===== src/rtl/csa_accumulator.sv =====
// csa_accumulator: streaming multi-operand accumulator.
// Each accepted operand is folded into a redundant sum/carry pair with a 3:2
// carry-save stage. On the packet's last beat the pair is resolved CHUNK bits
// per cycle by a carry-propagate adder. The result is then offered on a
// valid/ready output.
// Ports:
//   clk, rst_n            clock (rising edge), async active-low reset
//   in_valid/in_ready     operand handshake; in_data operand, in_last end of packet
//   out_valid/out_ready   result handshake; out_data resolved sum mod 2^ACC_WIDTH
//   busy                  packet in progress (partial S/C, resolving, or result pending)
module csa_accumulator #(
    parameter int unsigned WIDTH     = 16,
    parameter int unsigned ACC_WIDTH = 24,
    parameter int unsigned CHUNK     = 8,
    parameter int unsigned SIGNED    = 1
) (
    input  logic                 clk,
    input  logic                 rst_n,
    input  logic                 in_valid,
    output logic                 in_ready,
    input  logic [WIDTH-1:0]     in_data,
    input  logic                 in_last,
    output logic                 out_valid,
    input  logic                 out_ready,
    output logic [ACC_WIDTH-1:0] out_data,
    output logic                 busy
);

    localparam int unsigned NCHUNK = (ACC_WIDTH + CHUNK - 1) / CHUNK;
    localparam int unsigned PAD_W  = NCHUNK * CHUNK;
    localparam int unsigned IDX_W  = (NCHUNK > 1) ? $clog2(NCHUNK) : 1;
    localparam int unsigned SH_W   = $clog2(PAD_W) + 1;

    localparam logic [1:0] ST_ACCUM   = 2'd0;
    localparam logic [1:0] ST_RESOLVE = 2'd1;
    localparam logic [1:0] ST_DONE    = 2'd2;

    logic [1:0]           state, state_n;
    logic [ACC_WIDTH-1:0] s, s_n;
    logic [ACC_WIDTH-1:0] c, c_n;
    logic [ACC_WIDTH-1:0] result, result_n;
    logic [IDX_W-1:0]     idx, idx_n;
    logic                 carry, carry_n;
    logic                 pending, pending_n;
    logic                 in_ready_n, out_valid_n, busy_n;
    logic [ACC_WIDTH-1:0] out_data_n;

    logic [ACC_WIDTH-1:0] x_sext, x_zext, x;
    logic                 beat;
    logic [PAD_W-1:0]     s_pad, c_pad;
    logic [SH_W-1:0]      shamt;
    logic [CHUNK-1:0]     s_slice, c_slice;
    logic [CHUNK:0]       chunk_sum;
    logic [ACC_WIDTH-1:0] chunk_bits;

    // Operand extension to accumulator width.
    assign x_sext = ACC_WIDTH'($signed(in_data));
    assign x_zext = ACC_WIDTH'(in_data);
    assign x      = (SIGNED != 0) ? x_sext : x_zext;
    assign beat   = in_valid & in_ready;

    // One CPA chunk. S/C are zero-padded so a partial top chunk needs no special case.
    // Bits of the top chunk above ACC_WIDTH fall off in the final truncation.
    always_comb begin
        s_pad      = PAD_W'(s);
        c_pad      = PAD_W'(c);
        shamt      = SH_W'(idx) * SH_W'(CHUNK);
        s_slice    = CHUNK'(s_pad >> shamt);
        c_slice    = CHUNK'(c_pad >> shamt);
        chunk_sum  = (CHUNK+1)'(s_slice) + (CHUNK+1)'(c_slice) + (CHUNK+1)'(carry);
        chunk_bits = ACC_WIDTH'(PAD_W'(chunk_sum[CHUNK-1:0]) << shamt);
    end

    // State and datapath registers.
    always_ff @(posedge clk or negedge rst_n) begin
        if (!rst_n) begin
            state     <= ST_ACCUM;
            s         <= '0;
            c         <= '0;
            result    <= '0;
            idx       <= '0;
            carry     <= 1'b0;
            pending   <= 1'b0;
            in_ready  <= 1'b1;
            out_valid <= 1'b0;
            out_data  <= '0;
            busy      <= 1'b0;
        end else begin
            state     <= state_n;
            s         <= s_n;
            c         <= c_n;
            result    <= result_n;
            idx       <= idx_n;
            carry     <= carry_n;
            pending   <= pending_n;
            in_ready  <= in_ready_n;
            out_valid <= out_valid_n;
            out_data  <= out_data_n;
            busy      <= busy_n;
        end
    end

    // Next-state and next-output logic.
    always_comb begin
        state_n     = state;
        s_n         = s;
        c_n         = c;
        result_n    = result;
        idx_n       = idx;
        carry_n     = carry;
        pending_n   = pending;
        in_ready_n  = in_ready;
        out_valid_n = out_valid;
        out_data_n  = out_data;

        case (state)
            ST_ACCUM: begin
                if (beat) begin
                    s_n = s ^ c ^ x;
                    c_n = ((s & c) | (c & x) | (x & s)) << 1;
                    if (in_last) begin
                        state_n    = ST_RESOLVE;
                        idx_n      = '0;
                        carry_n    = 1'b0;
                        result_n   = '0;
                        pending_n  = 1'b0;
                        in_ready_n = 1'b0;
                    end else begin
                        pending_n = 1'b1;
                    end
                end
            end
            ST_RESOLVE: begin
                result_n = result | chunk_bits;
                carry_n  = chunk_sum[CHUNK];
                idx_n    = idx + IDX_W'(1);
                if (idx == IDX_W'(NCHUNK - 1)) begin
                    state_n     = ST_DONE;
                    idx_n       = '0;
                    carry_n     = 1'b0;
                    out_valid_n = 1'b1;
                    out_data_n  = result | chunk_bits;
                end
            end
            ST_DONE: begin
                if (out_ready) begin
                    state_n     = ST_ACCUM;
                    s_n         = '0;
                    c_n         = '0;
                    out_valid_n = 1'b0;
                    out_data_n  = '0;
                    in_ready_n  = 1'b1;
                end
            end
            default: begin
                state_n     = ST_ACCUM;
                in_ready_n  = 1'b1;
                out_valid_n = 1'b0;
                out_data_n  = '0;
            end
        endcase

        busy_n = (state_n != ST_ACCUM) || pending_n;
    end

endmodule


===== config.mk =====
export PLATFORM = sky130hd
export DESIGN_NAME = csa_accumulator
export DESIGN_NICKNAME = d
export VERILOG_FILES = /design/src/rtl/csa_accumulator.sv
export SDC_FILE = /design/constraint.sdc
export NUM_CORES = 1
export LEC_CHECK = 0
export ABC_CLOCK_PERIOD_IN_PS = 3660
export CAP_MARGIN = 20
export CORE_MARGIN = 2
export CORE_UTILIZATION = 57
export CTS_CLUSTER_SIZE = 10
export DETAILED_ROUTE_END_ITERATION = 10
export PLACE_DENSITY = 0.84
export SKIP_CTS_REPAIR_TIMING = 1
export SYNTH_ARGS = -nofsm -noshare
export SYNTH_HDL_FRONTEND = slang
export SYNTH_SLANG_ARGS = --single-unit

===== constraint.sdc =====
create_clock -name clk -period 3.66 [get_ports clk]
set_input_delay 0.366 -clock clk [delete_from_list [all_inputs] [get_ports clk]]
set_output_delay 0.366 -clock clk [all_outputs]
set_load 0.02 [all_outputs]

==> impl_metrics.json <==
{
  "cts_sinks": 104,
  "synth_top_area_share": 0.503,
  "syn-instance-count": 455,
  "rsz0062_at_grt": "no",
  "avgSynthCellArea_um2": 11.3,
  "die_x_um": 98.8,
  "worstSetupPathType": "reg2reg",
  "synth_top_cell_by_area": "dfrtp_1",
  "cp_num_buf_inv": 0,
  "period_needed_ns": 3.18,
  "holdCritPathClass": "in2async",
  "outcome": "finished, violations left",
  "synth_cell_types": 41,
  "grt_usage": 0.233,
  "critPathSlowestCell": "dfrtp_1",
  "required_ns": 3.95,
  "gp_congestion": 0.830,
  "initial_utilization": 0.587,
  "nFillCells": 668,
  "coreArea_um2": 8720,
  "cts_tree": "yes",
  "synthArstFlopShare": 1.00,
  "critPathCaptureType": "register",
  "leakagePower_uw": 0.00273,
  "synthFlopType": "dfrtp_1",
  "syn_nets": 508,
  "path_cells": "nor2b_1, a22oi_1, fa_1, fa_1, nor2b_4, o21ai_0, a21oi_1, a21oi_1, o21ai_0",
  "cts-root-buf": "clkbuf_8",
  "mappedNetlistArea_um2": 5120,
  "grt_pass1_vias": 3585,
  "gr-total-overflow": 0,
  "path_max_fanout": 15,
  "drc": 0,
  "fp.dieH_um": 98.8,
  "synth_commonest_cells": "dfrtp_1 (103), nand2_1 (61), a22o_1 (58)",
  "finalClockSkew_ns": 0.0126,
  "cts_buffer_depth": 2,
  "peakVddDrop_v": 0.000418,
  "hold_slack_ns": -0.00191,
  "num_vias": 3640,
  "clockPowerShare": 0.150,
  "crit_family": "compound AO/OA/AOI/OAI gates",
  "swShare": 0.410,
  "antenna_cells": 0,
  "cap_viol_max_count": 0,
  "critPathArrivalTime_ns": 3.47,
  "dpl_cell_area_um2": 5630,
  "relSlewSlack": 0.462,
  "seq_power_share": 0.374,
  "clock_latency_ns": 0.37,
  "antenna_found_initial": 0,
  "timing.final.crit_share": 0.868,
  "drt-wirelength-per-cell_um": 17.7,
  "power.internal_uw": 3240,
  "drt_first_pass_iters": 4,
  "nets": 547,
  "drtIter0Drc": 168,
  "synth.area.top_cells": "dfrtp_1 (50%), a22o_1 (9.9%), fa_1 (9.4%)",
  "comb_power_share": 0.476,
  "switchingPower_uw": 2250,
  "num_rows": 34,
  "area_growth_syn_to_layout_pct": 14.3,
  "drive_gt1_frac": 0.0624,
  "routed_wl_um": 10700,
  "setup_viol": 0,
  "r2r_slack_ns": 0.48,
  "dp_hpwl_um": 7450,
  "synth_edf_count": 0,
  "cts.htree.levels": 3,
  "synth_seq_cells": 104,
  "violations": "negative hold slack",
  "grt_max_degree": 50,
  "finalSetupTns_ns": 0,
  "tightest_slew_ns": 0.807,
  "max_freq_mhz": 315,
  "ant_nets": 0,
  "drv_slew": 0,
  "cts-buffers-inserted": 9,
  "ys_warn_count": 0,
  "cp_slowest_stage_delay_ns": 0.68,
  "p_per_area_nw_per_um2": 938,
  "die-area_um2": 9760,
  "port_buffers": 47,
  "ys_seq_area_frac": 0.508,
  "path_clk_slew_ns": 0.09,
  "stdcell_count": 605,
  "final_area_um2": 5860,
  "startpoint_type": "register",
  "synth.most_common_cell": "dfrtp_1",
  "grt_pass1_wl_um": 18100,
  "hold_viol_final": 2,
  "drt-vias-per-instance": 6.02,
  "placedCellCount": 591,
  "num_io_pins": 48
}
-- layer usage --
layer,vias up,global-route usage,part of all wire
li1,1690,-,-
met1,1842,0.338,0.45
met2,96,0.361,0.49
met3,12,0.0312,0.048
met4,0,0.0927,0.014
met5,-,0,0
-- metrics by stage --
step	power (uW)	util	setup slack (ns)
floorplan	3880	-	0.874
global placement	4530	0.646	0.745
detailed placement	4670	0.646	0.565
CTS	5510	0.671	0.549
global route	5900	0.671	0.315
finish	5490	0.671	0.484
-- area by class of cell --
cell class	count	area, um^2	share of cell area
sequential	104	2600	0.445
multi-input combinational	317	2330	0.398
clock inverter	4	95.1	0.0162
tap	108	135	0.0231
clock buffer	10	128	0.0218
timing repair buffer	57	543	0.0927
inverter	5	18.8	0.00321
-- sequential cells by signal, summed over array words and instances (netlist names) --
signal,count
out_data,24
result,24
s,24
c,23
idx,2
state,2
busy,1
carry,1
in_ready,1
out_valid,1
pending,1
-- worst register-to-register path, cell delays in order (launching register included) --
cell	delay, ns
dfrtp_1	0.68
nor2b_1	0.42
a22oi_1	0.16
fa_1	0.43
fa_1	0.45
nor2b_4	0.14
o21ai_0	0.10
a21oi_1	0.44
a21oi_1	0.14
o21ai_0	0.15
-- kinds of logic (layout without fill, tap and decap cells) --
kind of cell               Yosys count  in the layout  share of synthesized area
xor gates and xnor gates             3              3                    0.00513
and+or+nand+nor                    121            121                      0.104
buffers and inverters               34             76                     0.0371
adders and majority gates           32             32                      0.113
muxes                               15             15                     0.0293
DFF                                104            104                      0.508
AOI/OAI and AO/OA                  146            146                      0.203
-- final timing paths --
| path | start | to | cells past startpoint |
|---|---|---|---|
| setup / recovery | idx[0]$_DFFE_PN0P_ | out_data[12]$_DFFE_PN0P_ | 9 |
| max in group asynchronous | rst_n | result[15]$_DFFE_PN0P_ | 2 |
| hold reg to reg | out_data[17]$_DFFE_PN0P_ | out_data[17]$_DFFE_PN0P_ | 2 |
| hold / removal | rst_n | out_data[1]$_DFFE_PN0P_ | 1 |
| setup reg to reg | idx[0]$_DFFE_PN0P_ | out_data[12]$_DFFE_PN0P_ | 9 |
| min in group clk | out_data[17]$_DFFE_PN0P_ | out_data[17]$_DFFE_PN0P_ | 2 |
-- power by group through the flow --
stage          Sequential (uW)  Combinational (uW)  Clock, uW
5_1_grt                   2120                2900        876
3_3_place_gp              2050                2480          0
6_report                  2060                2610        824
2_1_floorplan             2080                1800          0
4_1_cts                   2060                2620        830
3_5_place_dp              2070                2600          0
-- cell usage in the layout (no fill, tap or decap), drive strengths merged, types with 2 or more instances in the layout --
cell type,instances
dfrtp,103
nand2b,3
clkdlybuf4s50,46
and2,2
o31a,3
fa,24
ha,8
inv,5
o21ai,44
a22o,58
buf,11
nand4b,2
nor2b,4
a21oi,18
nand3b,2
mux2i,15
nand3,4
nor3,6
xnor2,2
clkbuf,10
nor2,34
bufinv,3
nand2,61
a21o,4
o21a,10
(Power assumes the default switching activity.)
